==> src/rtl/rf_pkg.sv <==
// rf_pkg: constants and types shared by the register-file port arbiter.
//   - DATA_W / ADDR_W / BPOS_W : register data, address and bit-position widths
//   - OP_*    : command opcodes carried on reqN_op
//   - BITOP_* : bit-operation codes forwarded to the register file
//   - state_t : controller FSM states (also visible on dbg_state)
package rf_pkg;

    localparam int DATA_W = 16;
    localparam int ADDR_W = 3;
    localparam int BPOS_W = 4;

    localparam logic [1:0] OP_WRITE = 2'b00;
    localparam logic [1:0] OP_SWAP  = 2'b01;
    localparam logic [1:0] OP_BITOP = 2'b10;
    localparam logic [1:0] OP_READ  = 2'b11;

    localparam logic [1:0] BITOP_SET    = 2'b00;
    localparam logic [1:0] BITOP_CLR    = 2'b01;
    localparam logic [1:0] BITOP_TOGGLE = 2'b10;
    localparam logic [1:0] BITOP_RSVD   = 2'b11;

    typedef enum logic [1:0] {
        ST_IDLE  = 2'd0,
        ST_ISSUE = 2'd1,
        ST_DONE  = 2'd2
    } state_t;

endpackage

==> src/rtl/rf_rr_arbiter.sv <==
// rf_rr_arbiter: two-way round-robin grant for the register-file port.
// Optional feature macro: RF_ARB_LOCK_EN (adds lock hold).
// Ports:
//   clk, rst      clock, synchronous active-high reset
//   i_valid[1:0]  request valids (bit n = requester n)
//   i_open        controller can accept a command this cycle
//   i_lock[1:0]   (RF_ARB_LOCK_EN) lock request of each requester
//   i_in_done     (RF_ARB_LOCK_EN) controller is in its response cycle
//   o_grant_any   some requester is granted this cycle
//   o_grant_id    index of the granted requester
module rf_rr_arbiter (
    input  logic       clk,
    input  logic       rst,
    input  logic [1:0] i_valid,
    input  logic       i_open,
`ifdef RF_ARB_LOCK_EN
    input  logic [1:0] i_lock,
    input  logic       i_in_done,
`endif
    output logic       o_grant_any,
    output logic       o_grant_id
);

    logic r_ptr;
    logic w_accept;
    logic w_both;

    assign w_accept = i_open && o_grant_any;
    assign w_both   = (i_valid == 2'b11);

`ifdef RF_ARB_LOCK_EN
    logic r_lock_active;
    logic r_lock_id;
    logic w_lock_hold;

    // The lock drops combinationally when its owner shows no valid in the
    // response cycle, so the other requester can be served in that same cycle.
    assign w_lock_hold = r_lock_active && !(i_in_done && !i_valid[r_lock_id]);

    always_comb begin
        o_grant_any = |i_valid;
        o_grant_id  = w_both ? r_ptr : i_valid[1];
        if (w_lock_hold) begin
            o_grant_any = i_valid[r_lock_id];
            o_grant_id  = r_lock_id;
        end
    end

    always_ff @(posedge clk) begin
        if (rst) begin
            r_ptr         <= 1'b0;
            r_lock_active <= 1'b0;
            r_lock_id     <= 1'b0;
        end else if (w_accept) begin
            if (w_both && !w_lock_hold) begin
                r_ptr <= ~o_grant_id;
            end
            r_lock_active <= i_lock[o_grant_id];
            r_lock_id     <= o_grant_id;
        end else if (r_lock_active && !w_lock_hold) begin
            r_lock_active <= 1'b0;
        end
    end
`else
    always_comb begin
        o_grant_any = |i_valid;
        o_grant_id  = w_both ? r_ptr : i_valid[1];
    end

    // Pointer only moves when both contended; a lone requester leaves it alone.
    always_ff @(posedge clk) begin
        if (rst) begin
            r_ptr <= 1'b0;
        end else if (w_accept && w_both) begin
            r_ptr <= ~o_grant_id;
        end
    end
`endif

endmodule

==> src/rtl/rf_port_arbiter.sv <==
// rf_port_arbiter: shares the 8 x 16-bit register file command port between
// req0 (core pipeline) and req1 (debug/loader). One command per 2 cycles:
// accept (IDLE/DONE) -> ISSUE (rf_* strobes valid) -> DONE (response held).
// Optional feature macro: RF_ARB_LOCK_EN (adds req0_lock / req1_lock).
// Handshake: a command transfers on the rising edge where reqN_valid and
// reqN_ready are both high; ready is combinational from valid and is only
// raised in IDLE or DONE, to the granted requester. Fields are sampled only
// at that edge.
// Ports:
//   clk, rst                  clock, synchronous active-high reset
//   reqN_valid/ready          command handshake, N = 0,1
//   reqN_op/ra/rb/data        opcode, primary/secondary address, write data
//   reqN_bitop/bitpos         bit-op code and bit position
//   rf_*                      register file command port (ISSUE cycle only)
//   rf_read_data_0/1          register file read data (captured for READ)
//   rsp_valid/id/data0/data1  completion pulse held for the DONE cycle
//   dbg_state                 current FSM state
module rf_port_arbiter
    import rf_pkg::*;
(
    input  logic              clk,
    input  logic              rst,
    input  logic              req0_valid,
    output logic              req0_ready,
    input  logic [1:0]        req0_op,
    input  logic [ADDR_W-1:0] req0_ra,
    input  logic [ADDR_W-1:0] req0_rb,
    input  logic [DATA_W-1:0] req0_data,
    input  logic [1:0]        req0_bitop,
    input  logic [BPOS_W-1:0] req0_bitpos,
    input  logic              req1_valid,
    output logic              req1_ready,
    input  logic [1:0]        req1_op,
    input  logic [ADDR_W-1:0] req1_ra,
    input  logic [ADDR_W-1:0] req1_rb,
    input  logic [DATA_W-1:0] req1_data,
    input  logic [1:0]        req1_bitop,
    input  logic [BPOS_W-1:0] req1_bitpos,
`ifdef RF_ARB_LOCK_EN
    input  logic              req0_lock,
    input  logic              req1_lock,
`endif
    output logic              rf_write_en,
    output logic              rf_swap_en,
    output logic              rf_bit_op_en,
    output logic [ADDR_W-1:0] rf_read_addr_0,
    output logic [ADDR_W-1:0] rf_read_addr_1,
    output logic [ADDR_W-1:0] rf_write_addr,
    output logic [DATA_W-1:0] rf_data_in,
    output logic [1:0]        rf_bit_op,
    output logic [BPOS_W-1:0] rf_bit_position,
    input  logic [DATA_W-1:0] rf_read_data_0,
    input  logic [DATA_W-1:0] rf_read_data_1,
    output logic              rsp_valid,
    output logic              rsp_id,
    output logic [DATA_W-1:0] rsp_data0,
    output logic [DATA_W-1:0] rsp_data1,
    output logic [1:0]        dbg_state
);

    state_t            r_state;
    state_t            w_next_state;
    logic              w_open;
    logic              w_grant_any;
    logic              w_grant_id;
    logic              w_accept;

    logic              r_id;
    logic [1:0]        r_op;
    logic [ADDR_W-1:0] r_ra;
    logic [ADDR_W-1:0] r_rb;
    logic [DATA_W-1:0] r_data;
    logic [1:0]        r_bitop;
    logic [BPOS_W-1:0] r_bitpos;
    logic [DATA_W-1:0] r_rsp_d0;
    logic [DATA_W-1:0] r_rsp_d1;

    assign w_open     = (r_state != ST_ISSUE);
    assign w_accept   = w_open && w_grant_any;
    assign req0_ready = w_accept && !w_grant_id;
    assign req1_ready = w_accept && w_grant_id;
    assign dbg_state  = r_state;

    rf_rr_arbiter u_arb (
        .clk         (clk),
        .rst         (rst),
        .i_valid     ({req1_valid, req0_valid}),
        .i_open      (w_open),
`ifdef RF_ARB_LOCK_EN
        .i_lock      ({req1_lock, req0_lock}),
        .i_in_done   (r_state == ST_DONE),
`endif
        .o_grant_any (w_grant_any),
        .o_grant_id  (w_grant_id)
    );

    always_ff @(posedge clk) begin
        if (rst) begin
            r_state  <= ST_IDLE;
            r_id     <= 1'b0;
            r_op     <= OP_WRITE;
            r_ra     <= '0;
            r_rb     <= '0;
            r_data   <= '0;
            r_bitop  <= '0;
            r_bitpos <= '0;
            r_rsp_d0 <= '0;
            r_rsp_d1 <= '0;
        end else begin
            r_state <= w_next_state;
            if (w_accept) begin
                r_id     <= w_grant_id;
                r_op     <= w_grant_id ? req1_op     : req0_op;
                r_ra     <= w_grant_id ? req1_ra     : req0_ra;
                r_rb     <= w_grant_id ? req1_rb     : req0_rb;
                r_data   <= w_grant_id ? req1_data   : req0_data;
                r_bitop  <= w_grant_id ? req1_bitop  : req0_bitop;
                r_bitpos <= w_grant_id ? req1_bitpos : req0_bitpos;
            end
            // Read data is captured on the same edge the register file commits.
            if (r_state == ST_ISSUE) begin
                r_rsp_d0 <= (r_op == OP_READ) ? rf_read_data_0 : '0;
                r_rsp_d1 <= (r_op == OP_READ) ? rf_read_data_1 : '0;
            end
        end
    end

    always_comb begin
        w_next_state = r_state;
        case (r_state)
            ST_IDLE:  w_next_state = w_accept ? ST_ISSUE : ST_IDLE;
            ST_ISSUE: w_next_state = ST_DONE;
            ST_DONE:  w_next_state = w_accept ? ST_ISSUE : ST_IDLE;
            default:  w_next_state = ST_IDLE;
        endcase
    end

    always_comb begin
        rf_write_en     = 1'b0;
        rf_swap_en      = 1'b0;
        rf_bit_op_en    = 1'b0;
        rf_read_addr_0  = '0;
        rf_read_addr_1  = '0;
        rf_write_addr   = '0;
        rf_data_in      = '0;
        rf_bit_op       = '0;
        rf_bit_position = '0;
        if (r_state == ST_ISSUE) begin
            case (r_op)
                OP_WRITE: begin
                    rf_write_en   = 1'b1;
                    rf_write_addr = r_ra;
                    rf_data_in    = r_data;
                end
                OP_SWAP: begin
                    rf_write_en    = 1'b1;
                    rf_swap_en     = 1'b1;
                    rf_write_addr  = r_ra;
                    rf_read_addr_0 = r_ra;
                    rf_read_addr_1 = r_rb;
                end
                OP_BITOP: begin
                    rf_write_en     = 1'b1;
                    rf_bit_op_en    = 1'b1;
                    rf_write_addr   = r_ra;
                    rf_bit_op       = r_bitop;
                    rf_bit_position = r_bitpos;
                end
                default: begin
                    rf_read_addr_0 = r_ra;
                    rf_read_addr_1 = r_rb;
                end
            endcase
        end
    end

    assign rsp_valid = (r_state == ST_DONE);
    assign rsp_id    = rsp_valid && r_id;
    assign rsp_data0 = rsp_valid ? r_rsp_d0 : '0;
    assign rsp_data1 = rsp_valid ? r_rsp_d1 : '0;

endmodule

==> config.mk <==
export PLATFORM = sky130hd
export DESIGN_NAME = rf_port_arbiter
export DESIGN_NICKNAME = d
export VERILOG_FILES = /design/src/rtl/rf_pkg.sv /design/src/rtl/rf_rr_arbiter.sv /design/src/rtl/rf_port_arbiter.sv
export SDC_FILE = /design/constraint.sdc
export NUM_CORES = 1
export LEC_CHECK = 0
export CAP_MARGIN = 15
export CELL_PAD_IN_SITES_DETAIL_PLACEMENT = 0
export CELL_PAD_IN_SITES_GLOBAL_PLACEMENT = 1
export CORE_MARGIN = 4
export CORE_UTILIZATION = 27
export DETAILED_ROUTE_END_ITERATION = 7
export GPL_TIMING_DRIVEN = 1
export PLACE_DENSITY_LB_ADDON = 0.25
export SLEW_MARGIN = 20
export SYNTH_ARGS = -nofsm -noshare
export SYNTH_HDL_FRONTEND = slang
export SYNTH_SLANG_ARGS = --single-unit
==> constraint.sdc <==
create_clock -name clk -period 1.85 [get_ports clk]
set_clock_uncertainty 0.05 [all_clocks]
set_input_delay 0.4625 -clock clk [delete_from_list [all_inputs] [get_ports clk]]
set_output_delay 0.4625 -clock clk [all_outputs]
set_load 0.05 [all_outputs]
======== After elaboration in Yosys (flattened, before gate mapping) ========
Cells that the tools add are included.
storage, ports and cells
  output and inout port bits .............. 72
  register bits after elaboration ......... 66
  word-level logic and storage cells ...... 62
  input bits .............................. 96
operators by class
  eq/ne operators ......................... 7
  mux-type cells .......................... 31
  reductions and logical operators ........ 12
  bitwise logic cells ..................... 1
operators by type and width
  kind                                                   count
  2-to-1 mux 16 bit                                      7
  2-to-1 mux 3 bit                                       8
  2-to-1 mux 4 bit                                       3
  equality test 2 bit, second input constant             4
  2-to-1 mux 1 bit                                       8
  2-to-1 mux 2 bit                                       4
  OR reduction 2 bit                                     3
  logical AND 1 bit                                      5
  equality test 2 x 1 -> 1 bit, second input constant    2
  logical NOT 2 bit                                      2
  case mux 2 bit (2 select lines)                        1
  OR reduction 3 bit                                     1
  inequality test 2 x 1 -> 1 bit, second input constant  1
  logical NOT 1 bit                                      1
  NOT 1 bit                                              1

======== Longest topological paths before layout ========
Gate-level depths: netlist of the first run.
  depth in word-level cells ............... 4
  gate-level depth with buffers ........... 6
  mapped depth without buffers ............ 3

======== Modules after synthesis ========
Synthesis of the first run repeated with hierarchy kept, for this count alone.
second synthesis, totals
  cells, all modules ...................... 272
  area, all modules ....................... 2865.2 sq um
by module, submodules not included
  module           cells each  seq. area each (sq um)  instances  area each (sq um)
  rf_port_arbiter  264         1301.2                  1          2796.4
  rf_rr_arbiter    8           20.0                    1          68.8

======== Worst setup path after synthesis of the first run ========
Ideal clock, no wire load.
  path kind ............................... reg2out
  from .................................... register r_state[0], in the netlist dbg_state[0]
  to ...................................... output port rf_bit_op[0]
  buffers on the path ..................... 1
  stages on the path, launching flop included .. 5
  data arrival time ....................... 2.245 ns
  required time ........................... 1.337 ns
  setup slack ............................. -0.907 ns
  cell sequence ........................... dfxtp_1 nand2b_1 buf_4 nor3b_2 and2_1
on the way
  cells in the longest elaborated chain, start to end .. 2
RTL lines
  element                       RTL line                text
  start, declared               rf_port_arbiter.sv:61   state_t r_state;
  start signal, assigned        rf_port_arbiter.sv:110  r_state <= w_next_state;
  equality test 2 x 1 -> 1 bit  rf_port_arbiter.sv:148  if (r_state == ST_ISSUE) begin
  2-to-1 mux 2 bit              rf_port_arbiter.sv:148
  end, declared                 rf_port_arbiter.sv:50   output logic [1:0] rf_bit_op,
Every way passes these cells.

======== Worst setup path after layout of the first run ========
  from .................................... register r_state[1], in the netlist dbg_state[1]
  to ...................................... output port rsp_data0[10]
on the way
  cells in the longest elaborated chain, start to end .. 2
RTL lines
  element              RTL line                text
  equality test 2 bit  rf_port_arbiter.sv:177  assign rsp_valid = (r_state == ST_DONE);
  2-to-1 mux 16 bit    rf_port_arbiter.sv:179  assign rsp_data0 = rsp_valid ? r_rsp_d0 : '0;
  end, declared        rf_port_arbiter.sv:56   output logic [DATA_W-1:0] rsp_data0,
Every way passes these cells.

==> key figures, run 1 <==
Run status
  – Status: finished with violations
  – Violated checks: setup timing

Logic synthesis
  – Share of the synthesized area in the top cell type: 40.9%
  – Post-synthesis sequential area ratio: 40.9%
  – Dominant cell by count in the synthesized netlist: nand2_1
  – Mapped Avg Cell Area: roughly 7.7 µm²
  – Post-Syn Area: 0.00323 mm²
  – Number of synthesized register bits: 66
  – EDFF count, synth: 0
  – Synth Instances: 419
  – Asr flop ratio synth: 0%
  – YS warnings: 0
  – Synth top area cells: dfxtp_1 41%, nand4_1 12%, and2_1 11%
  – Syn_nets: between 500 and 600
  – Top FF cell, synth: dfxtp_1
  – Largest area contributor in the netlist: dfxtp_1
  – Most frequent cells after synthesis: 67 x nand2_1, 66 x dfxtp_1, 60 x nand4_1, 55 x and2_1, 35 x a21oi_1
  – Unique masters post-synth: 26

Global routing
  – Initial antenna violation count: 1
  – Total congestion overflow: 0
  – Total GRT Usage: between 10% and 20%
  – First-pass GRT wire length: roughly 19000 µm
  – Vias in the first global route: 3607
  – Largest net degree at the start of global routing: 43

Clock tree
  – CTS Hold Bufs: 0
  – CTS H-tree depth: 3
  – CTS Buf Count: 9
  – CTS max path bufs: 2
  – Register clock-pin slew on the reported worst setup and hold paths: around 0.05 ns
  – CTS tree: done
  – Worst-Skew Late Latency: 0.32 ns
  – Clk sinks: 66
  – Clock root cell: clkbuf_16

Place
  – Placed inst area: 0.00591 mm²
  – Post-Place Cells: 707
  – Post-DP HPWL: roughly 8000 µm
  – Setup WS pre-CTS: -0.192 ns
  – GPL Wtd Cong: 0.791
  – Port buffer count: 167

Critical path
  – CP max-delay cell: dfxtp_4
  – Reg2reg end: u_arb.r_ptr
  – Critical R2R Launch: dbg_state[0]
  – Launch point of the worst path: dbg_state[1]
  – Crit path largest cell delay: 0.34 ns
  – Critical path, cell by cell: buf_6 -> nor2b_4 -> buf_12 -> and2_2 -> buf_12
  – End point of the critical path: rsp_data0[10]
  – CP max FO: 17
  – Crit path launch type: flip-flop
  – Arr. time, crit path: 1.50 ns
  – Top Family by Delay on Critical Path: simple AND/OR/NAND/NOR gates
  – Bufs and invs on worst path: 3
  – Crit path depth: 5
  – R2r setup slk: 0.12 ns
  – Critical path class: flip-flop to output port
  – Required time worst endpoint: 1.34 ns
  – Crit-path most repeated cell: buf_12
  – Worst r2r path cells: 7
  – CP endpoint kind: output port

STA
  – Min cycle time layout: 2.01 ns
  – Crit share post-route: 109%
  – Final Hold Vio Count: 0
  – Final Setup Violations: 69
  – Final Max Tran Viols: 0
  – Setup ws final: -0.159 ns
  – Worst Max-Slew Pin Slew: 0.405 ns
  – Normalized max-slew margin: 73.0%
  – RSZ-0062 raised after global routing: yes
  – Max Freq: 0.498 GHz

Route
  – Antenna viol nets, final: 0
  – DR vias: 3744
  – DRC viols: 0
  – DR iter-0 viols: 258
  – DR WL/cell: 16.3 µm
  – Routed WL: 12000 µm
  – Vias/cell: 5.09
  – Pre-Repair DR Iteration Count: 6

Cells and area
  – Post-route design area: roughly 0.0065 mm²
  – Area growth from synthesis to layout: 101%
  – Layout cells sized above 1: 34.6%
  – Layout net count: ~680
  – Post-layout instance count excluding filler cells: 736

Min path
  – Min-delay src: r_rsp_d0[1]
  – Worst hold path type: flip-flop to flip-flop

Floorplan
  – Die Footprint: ~0.014 mm²
  – CORE AREA: 0.0116 mm²
  – Ports: ~170
  – Cell Rows: 39
  – Chip Height: between 100 and 150 µm
  – Initial Util: between 20% and 30%
  – Horiz. Die Dim: 117 µm

Power and ir drop
  – Pwr per Cell Area: ~660 mW/mm²
  – Pleak: 2.44 nW
  – Worst vdd ir: 0.336 mV

Job
  – Maximum capacitance violations: 0
## metrics by stage
| step | util, % | power, mW | hold WS [ns] | TNS (ns) |
|---|---|---|---|---|
| 2_1_floorplan | - | 2.04 | 0.382 | -1.87 |
| 5_1_grt | 56.0 | 4.47 | 0.420 | -12.91 |
| 3_5_place_dp | 51.1 | 2.50 | 0.392 | -1.03 |
| 3_3_place_gp | 51.1 | 2.48 | 0.387 | -0.467 |
| 4_1_cts | 55.4 | 4.32 | 0.399 | -7.65 |
| 6_report | 56.0 | 4.28 | 0.398 | -7.62 |
## worst min-delay path by stage
| stage | end | cells after the start |
|---|---|---|
| floorplan | r_rsp_d0[10] | 2 |
| global placement | r_rsp_d0[5] | 2 |
| detailed placement | r_rsp_d0[5] | 2 |
| CTS | r_rsp_d0[5] | 2 |
| global route | r_rsp_d0[10] | 2 |
| finish | r_rsp_d0[1] | 2 |
## worst min-delay path: stages (launching register included)
cell	delay, ns
dfxtp_1	0.30
nand2_1	0.05
a21oi_1	0.05
## layer usage
| metal | track usage, % | up-vias | share of wire [%] |
|---|---|---|---|
| met5 | 0 | - | 0 |
| met4 | 5.94 | 0 | 1.8 |
| met3 | 5.68 | 19 | 8.9 |
| met2 | 26.3 | 172 | 47 |
| met1 | 21.9 | 1714 | 43 |
| li1 | - | 1839 | - |
## cells in the final DEF, fill, tap and decap left out, types with 2 or more instances in the layout
cell / n
nand4_1: 60
dlygate4sd2_1: 2
buf_12: 73
dfxtp_4: 2
and2_2: 12
and3_4: 10
and2_4: 43
nor2b_4: 2
a21oi_1: 34
buf_4: 27
inv_1: 2
clkdlybuf4s50_1: 93
a31oi_1: 30
dfxtp_2: 2
buf_6: 9
nand2_1: 66
o21ai_0: 31
clkbuf_8: 3
clkbuf_16: 10
dfxtp_1: 62
## report_power, final
group,internal (mW),switching [mW]
Clock,1.14,0.599
Sequential,1.52,0.0524
Combinational,0.489,0.478
## final cells by class
cell class,instances,area (µm²)
antenna,1,2.50
clock buffer,13,270
clock inverter,2,35.0
fill,1020,5090
inverter,3,15.0
multi-input combinational,302,1890
sequential,66,1330
tap,143,179
timing repair buffer,206,2750
## cell families (layout without fill, tap and decap cells)
logic type             after synthesis  after routing  share of synthesized area [%]
AO/OA/AOI/OAI                       98             98                           16.5
other                                0              1                              0
flip-flops                          66             66                           40.9
AND/OR/NAND/NOR                    204            204                           34.8
buffers and inverters               51            224                           7.72
## registers in the layout, indices dropped and copies added, names as in the netlist
register and flops:
r_ra 3, u_arb.r_ptr 1, r_rsp_d1 16, r_bitpos 4, dbg_state 2, r_rsp_d0 16, r_id 1, r_data 16
r_bitop 2, r_rb 3, r_op 2
## repair_timing
item                                    CTS  global route
resized for setup                        32            24
cloned                                    1             3
setup buffers                             8             3
endpoints found under the setup margin   68            71
pin swaps                                 5            19
No activity file was read; power rests on OpenSTA's default activity.
==> run 2, diff against run 1 <==
--- a/config.mk
+++ b/config.mk
@@ -12,7 +12,7 @@
 export CORE_UTILIZATION = 27
 export DETAILED_ROUTE_END_ITERATION = 7
 export GPL_TIMING_DRIVEN = 1
-export PLACE_DENSITY_LB_ADDON = 0.25
+export PLACE_DENSITY_LB_ADDON = 0.1
 export SLEW_MARGIN = 20
 export SYNTH_ARGS = -nofsm -noshare
 export SYNTH_HDL_FRONTEND = slang
==> key figures, run 2 (synthesized netlist as in run 1, its figures left out) <==
Run status
  – Status: finished with violations
  – Violated checks: setup timing

Clock tree
  – CTS Buf Count: 9
  – CTS tree: done
  – Clock root cell: clkbuf_16
  – Register clock-pin slew on the reported worst setup and hold paths: around 0.050 ns
  – Clk sinks: 66
  – CTS max path bufs: 2
  – CTS H-tree depth: 3
  – Worst-Skew Late Latency: approximately 0.33 ns

Place
  – Post-DP HPWL: ~8400 µm
  – Port buffer count: 167
  – GPL Wtd Cong: 0.809
  – Setup WS pre-CTS: -0.531 ns

Route
  – Antenna viol nets, final: 0
  – DR WL/cell: 16.9 µm
  – DRC viols: 0
  – DR vias: 3787
  – Vias/cell: roughly 5.1
  – Pre-Repair DR Iteration Count: 4
  – DR iter-0 viols: 216
  – Routed WL: 12600 µm

Critical path
  – Arr. time, crit path: roughly 1.5 ns
  – CP endpoint kind: output port
  – Launch point of the worst path: dbg_state[1]
  – CP max FO: 4
  – Critical path class: flip-flop to output port
  – Crit path launch type: flip-flop
  – Required time worst endpoint: 1.34 ns
  – Critical R2R Launch: dbg_state[0]

Cells and area
  – Commonest non-fill, non-tap cell in the layout: clkdlybuf4s50_1
  – Post-layout util: 57.4%
  – Layout net count: 692
  – ANT cells: 0
  – Largest registers: r_data x16, r_rsp_d0 x16, r_rsp_d1 x16
  – Fillers: 1034
  – Layout cells sized above 1: 35.9%
  – Area growth from synthesis to layout: 106%
  – Most frequent cells in the layout: 93 x clkdlybuf4s50_1, 72 x buf_12, 66 x nand2_1

Power and ir drop
  – Pleak: approximately 2.5 nW
  – Worst vdd ir: 0.509 mV
  – Pwr per Cell Area: about 670 mW/mm²

STA
  – Setup TNS: -6.25 ns
  – RSZ-0062 raised after global routing: yes
  – Max Freq: 0.498 GHz
  – Min cycle time layout: roughly 2 ns
  – Final Setup Violations: 59
  – Final Hold Vio Count: 0
  – Normalized max-slew margin: 57.4%
  – Setup ws final: -0.158 ns
  – Worst Max-Slew Pin Slew: 0.638 ns
  – Final Max Tran Viols: 0
  – Crit share post-route: 109%

Min path
  – Min-delay src: r_rsp_d1[1]
  – Worst hold path type: flip-flop to flip-flop

Global routing
  – Vias in the first global route: 3956
  – Grt met1 use: 21.7%
  – Initial antenna violation count: 0
  – Total GRT Usage: 18.1%
  – Largest net degree at the start of global routing: 54
  – First-pass GRT wire length: 20400 µm
  – Gr busiest metal: met2
  – Met3 Use GR: 5.44%
  – Total congestion overflow: 0
  – GR Layer Usage met2: 30.0%

Floorplan
  – Chip Height: 117 µm
  – Cell Rows: 39
  – Initial Util: between 20 and 30%
  – Die Footprint: 0.0138 mm²
  – Ports: approximately 170
  – Horiz. Die Dim: 117 µm
  – CORE AREA: 0.0116 mm²

Job
  – Maximum capacitance violations: 0
run 2: cell count changes in the layout (fill, tap and decap cells not counted), sizes merged:
cell	change
nor2b	+1
buf	+5
bufbuf	+1
dlygate4sd2	-1
diode	-1
clkbuf	+2
clkinvlp	+1
run 2: worst paths after layout:
kind                  end  slack (ns)  depth (start not counted)
max          rf_bit_op[1]       -0.16                          5
min           r_rsp_d1[1]        0.40                          2
max reg2reg    r_bitop[0]        0.14                          8
min reg2reg   r_rsp_d1[1]        0.40                          2
run 2: layout make-up:
class / instances / area (µm²) / share of cell area (%)
well taps: 143 / 179 / 2.69
clock buffers: 13 / 292 / 4.39
multi-input cells: 303 / 1920 / 28.9
clock inverters: 3 / 42.5 / 0.641
flip-flops and latches: 66 / 1330 / 20.0
inverters: 3 / 15.0 / 0.226
repair buffers: 213 / 2860 / 43.1
run 2: repair_timing:
action,in CTS,in global routing
gates cloned,4,2
setup endpoints to repair,99,69
resized for setup,57,21
hold buffers,0,0
pin swaps,12,28
buffers inserted,10,6
run 2: metrics by stage:
stage / hold slack [ns] / total power, mW / cell area, µm² / std cells
2_1_floorplan: 0.382 / 2.04 / 3370 / 419
3_3_place_gp: 0.387 / 2.48 / 5890 / 708
3_5_place_dp: 0.392 / 2.50 / 5890 / 708
4_1_cts: 0.404 / 4.47 / 6530 / 738
5_1_grt: 0.421 / 4.66 / 6640 / 744
6_report: 0.402 / 4.46 / 6640 / 744
run 2: power by group:
part	switching, mW	total, mW	internal (mW)
registers	0.0593	1.58	1.52
logic	0.489	1.01	0.518
clock network	0.646	1.88	1.23
total	1.19	4.46	3.27
run 2: worst max-delay path: stages (launching register included):
cell,delay [ns]
dfxtp_4,0.34
nand2b_4,0.17
nor3b_4,0.24
buf_6,0.15
and2_4,0.14
buf_12,0.13
run 2: metal layers:
| metal | vias up | part of all wire, % |
|---|---|---|
| met5 | - | 0 |
| met4 | 0 | 1.9 |
| met3 | 19 | 7.3 |
| met2 | 142 | 49 |
| met1 | 1783 | 42 |
| li1 | 1843 | - |
==> run 3, diff against run 2 <==
--- a/config.mk
+++ b/config.mk
@@ -12,8 +12,9 @@
 export CORE_UTILIZATION = 27
 export DETAILED_ROUTE_END_ITERATION = 7
 export GPL_TIMING_DRIVEN = 1
-export PLACE_DENSITY_LB_ADDON = 0.1
+export PLACE_DENSITY_LB_ADDON = 0.08
 export SLEW_MARGIN = 20
 export SYNTH_ARGS = -nofsm -noshare
 export SYNTH_HDL_FRONTEND = slang
 export SYNTH_SLANG_ARGS = --single-unit
+export TNS_END_PERCENT = 5
==> key figures, run 3 (synthesized netlist as in run 1, its figures left out) <==
STA
  – Final Hold Vio Count: 0
  – Setup ws final: -0.201 ns
  – Max Freq: just under 0.5 GHz
  – Final Setup Violations: 69
  – Final Max Tran Viols: 0
  – RSZ-0062 raised after global routing: yes
  – Normalized max-slew margin: 69.8%
  – Min cycle time layout: 2.05 ns
  – Setup TNS: -9.59 ns
  – Worst Max-Slew Pin Slew: between 0.4 and 0.5 ns
  – Crit share post-route: 111%

Min path
  – Worst hold path type: flip-flop to flip-flop

Floorplan
  – CORE AREA: 0.0116 mm²
  – Die Footprint: 0.0138 mm²
  – Chip Height: 117 µm
  – Ports: 168
  – Initial Util: 27.9%
  – Horiz. Die Dim: 117 µm
  – Cell Rows: 39

Critical path
  – Required time worst endpoint: 1.34 ns
  – Arr. time, crit path: 1.54 ns
  – CP max FO: 10
  – Critical path class: flip-flop to output port
  – CP endpoint kind: output port
  – Crit path launch type: flip-flop

Cells and area
  – Footprint of the multi-input gates: between 0.0015 and 0.002 mm²
  – Post-layout instance count excluding filler cells: 737
  – Layout net count: 684
  – Sequential cell area: 0.00133 mm²
  – Commonest non-fill, non-tap cell in the layout: clkdlybuf4s50_1
  – Largest registers: r_data x16, r_rsp_d0 x16, r_rsp_d1 x16
  – Area growth from synthesis to layout: 99.5%
  – Fillers: slightly above 1000
  – Layout cells sized above 1: 32.2%
  – Most frequent cells in the layout: 93 x clkdlybuf4s50_1, 73 x buf_12, 66 x nand2_1

Power and ir drop
  – Pwr per Cell Area: 662 mW/mm²
  – Worst vdd ir: 0.391 mV
  – Pleak: 2.47 nW

Clock tree
  – CTS H-tree depth: 3
  – Clk sinks: 66
  – Register clock-pin slew on the reported worst setup and hold paths: 0.06 ns
  – CTS max path bufs: 2
  – Clock root cell: clkbuf_16
  – CTS tree: done
  – CTS Buf Count: 9
  – Worst-Skew Late Latency: ~0.33 ns

Route
  – DRC viols: 0
  – DR WL/cell: 16.6 µm
  – Antenna viol nets, final: 0
  – Vias/cell: 5.03
  – DR vias: 3705
  – Pre-Repair DR Iteration Count: 5
  – Routed WL: roughly 12000 µm
  – DR iter-0 viols: 231

Global routing
  – Total congestion overflow: 0
  – Total GRT Usage: between 10% and 20%
  – First-pass GRT wire length: 20000 µm
  – Vias in the first global route: 3839
  – Initial antenna violation count: 1
  – Largest net degree at the start of global routing: 37

Run status
  – Status: finished with violations
  – Violated checks: setup timing

Job
  – Maximum capacitance violations: 0

Place
  – Post-DP HPWL: 8420 µm
  – Port buffer count: 167
  – Post-Place Cells: 712
  – GPL Wtd Cong: 0.800
## run 3: cell types whose count changed in the layout (fill, tap and decap cells not counted), sizes merged
| cell | before | now |
|---|---|---|
| buf | 115 | 109 |
| clkbuf | 16 | 14 |
| clkinvlp | 2 | 0 |
| diode | 0 | 1 |
| dlygate4sd2 | 1 | 2 |
| inv | 2 | 3 |
## run 3: worst paths after layout
path,from,end,slack [ns],cells past startpoint
hold / removal,r_rsp_d1[8],r_rsp_d1[8],0.40,2
setup reg to reg,dbg_state[1],r_op[1],0.24,6
hold reg to reg,r_rsp_d1[8],r_rsp_d1[8],0.40,2
setup / recovery,dbg_state[1],rf_data_in[0],-0.20,5
## run 3: repair_timing
| item | CTS | global route |
|---|---|---|
| hold endpoints to repair | 0 | 0 |
| gates resized for setup | 51 | 15 |
| buffers inserted | 4 | 2 |
| pin swaps | 7 | 9 |
| gates cloned | 2 | 0 |
| endpoints found under the setup margin | 70 | 70 |
| hold buffers | 0 | 0 |
## run 3: worst max-delay path, stage by stage, from the launching register on
cell	delay [ns]
dfxtp_4	0.34
nand2b_4	0.18
nor3_4	0.18
buf_6	0.18
and2_1	0.18
buf_12	0.15
## run 3: per-stage QoR
step | setup slack, ns | hold slack (ns) | total power, mW | instance area [µm²] | utilization [%]
detailed placement | -0.193 | 0.393 | 2.50 | 5850 | 50.6
global route | -0.264 | 0.418 | 4.46 | 6440 | 55.7
global placement | -0.196 | 0.388 | 2.49 | 5850 | 50.6
CTS | -0.200 | 0.406 | 4.30 | 6370 | 55.0
floorplan | -0.316 | 0.382 | 2.03 | 3270 | -
finish | -0.201 | 0.401 | 4.26 | 6440 | 55.7
## run 3: area by class of cell
| cell class | count | share of cell area [%] |
|---|---|---|
| diodes | 1 | 0.0389 |
| clock buffers | 14 | 4.10 |
| clock inverters | 2 | 0.544 |
| inverters | 3 | 0.214 |
| multi-input cells | 303 | 28.7 |
| flip-flops and latches | 66 | 20.7 |
| well taps | 143 | 2.78 |
| repair buffers | 205 | 42.9 |
## run 3: layer usage
layer,share of wire (%),routed length [µm],global-route usage (%)
met1,41,4960,21.1
met2,49,5980,29.5
met3,8.1,988,6.02
met4,2.2,267,7.55
met5,0,0,0
## run 3: power breakdown
group	total (mW)	switching [mW]	leakage [nW]	internal [mW]
clock network	1.72	0.605	0.147	1.12
logic	0.975	0.479	1.78	0.496
registers	1.57	0.0510	0.543	1.52
total	4.26	1.14	2.47	3.13
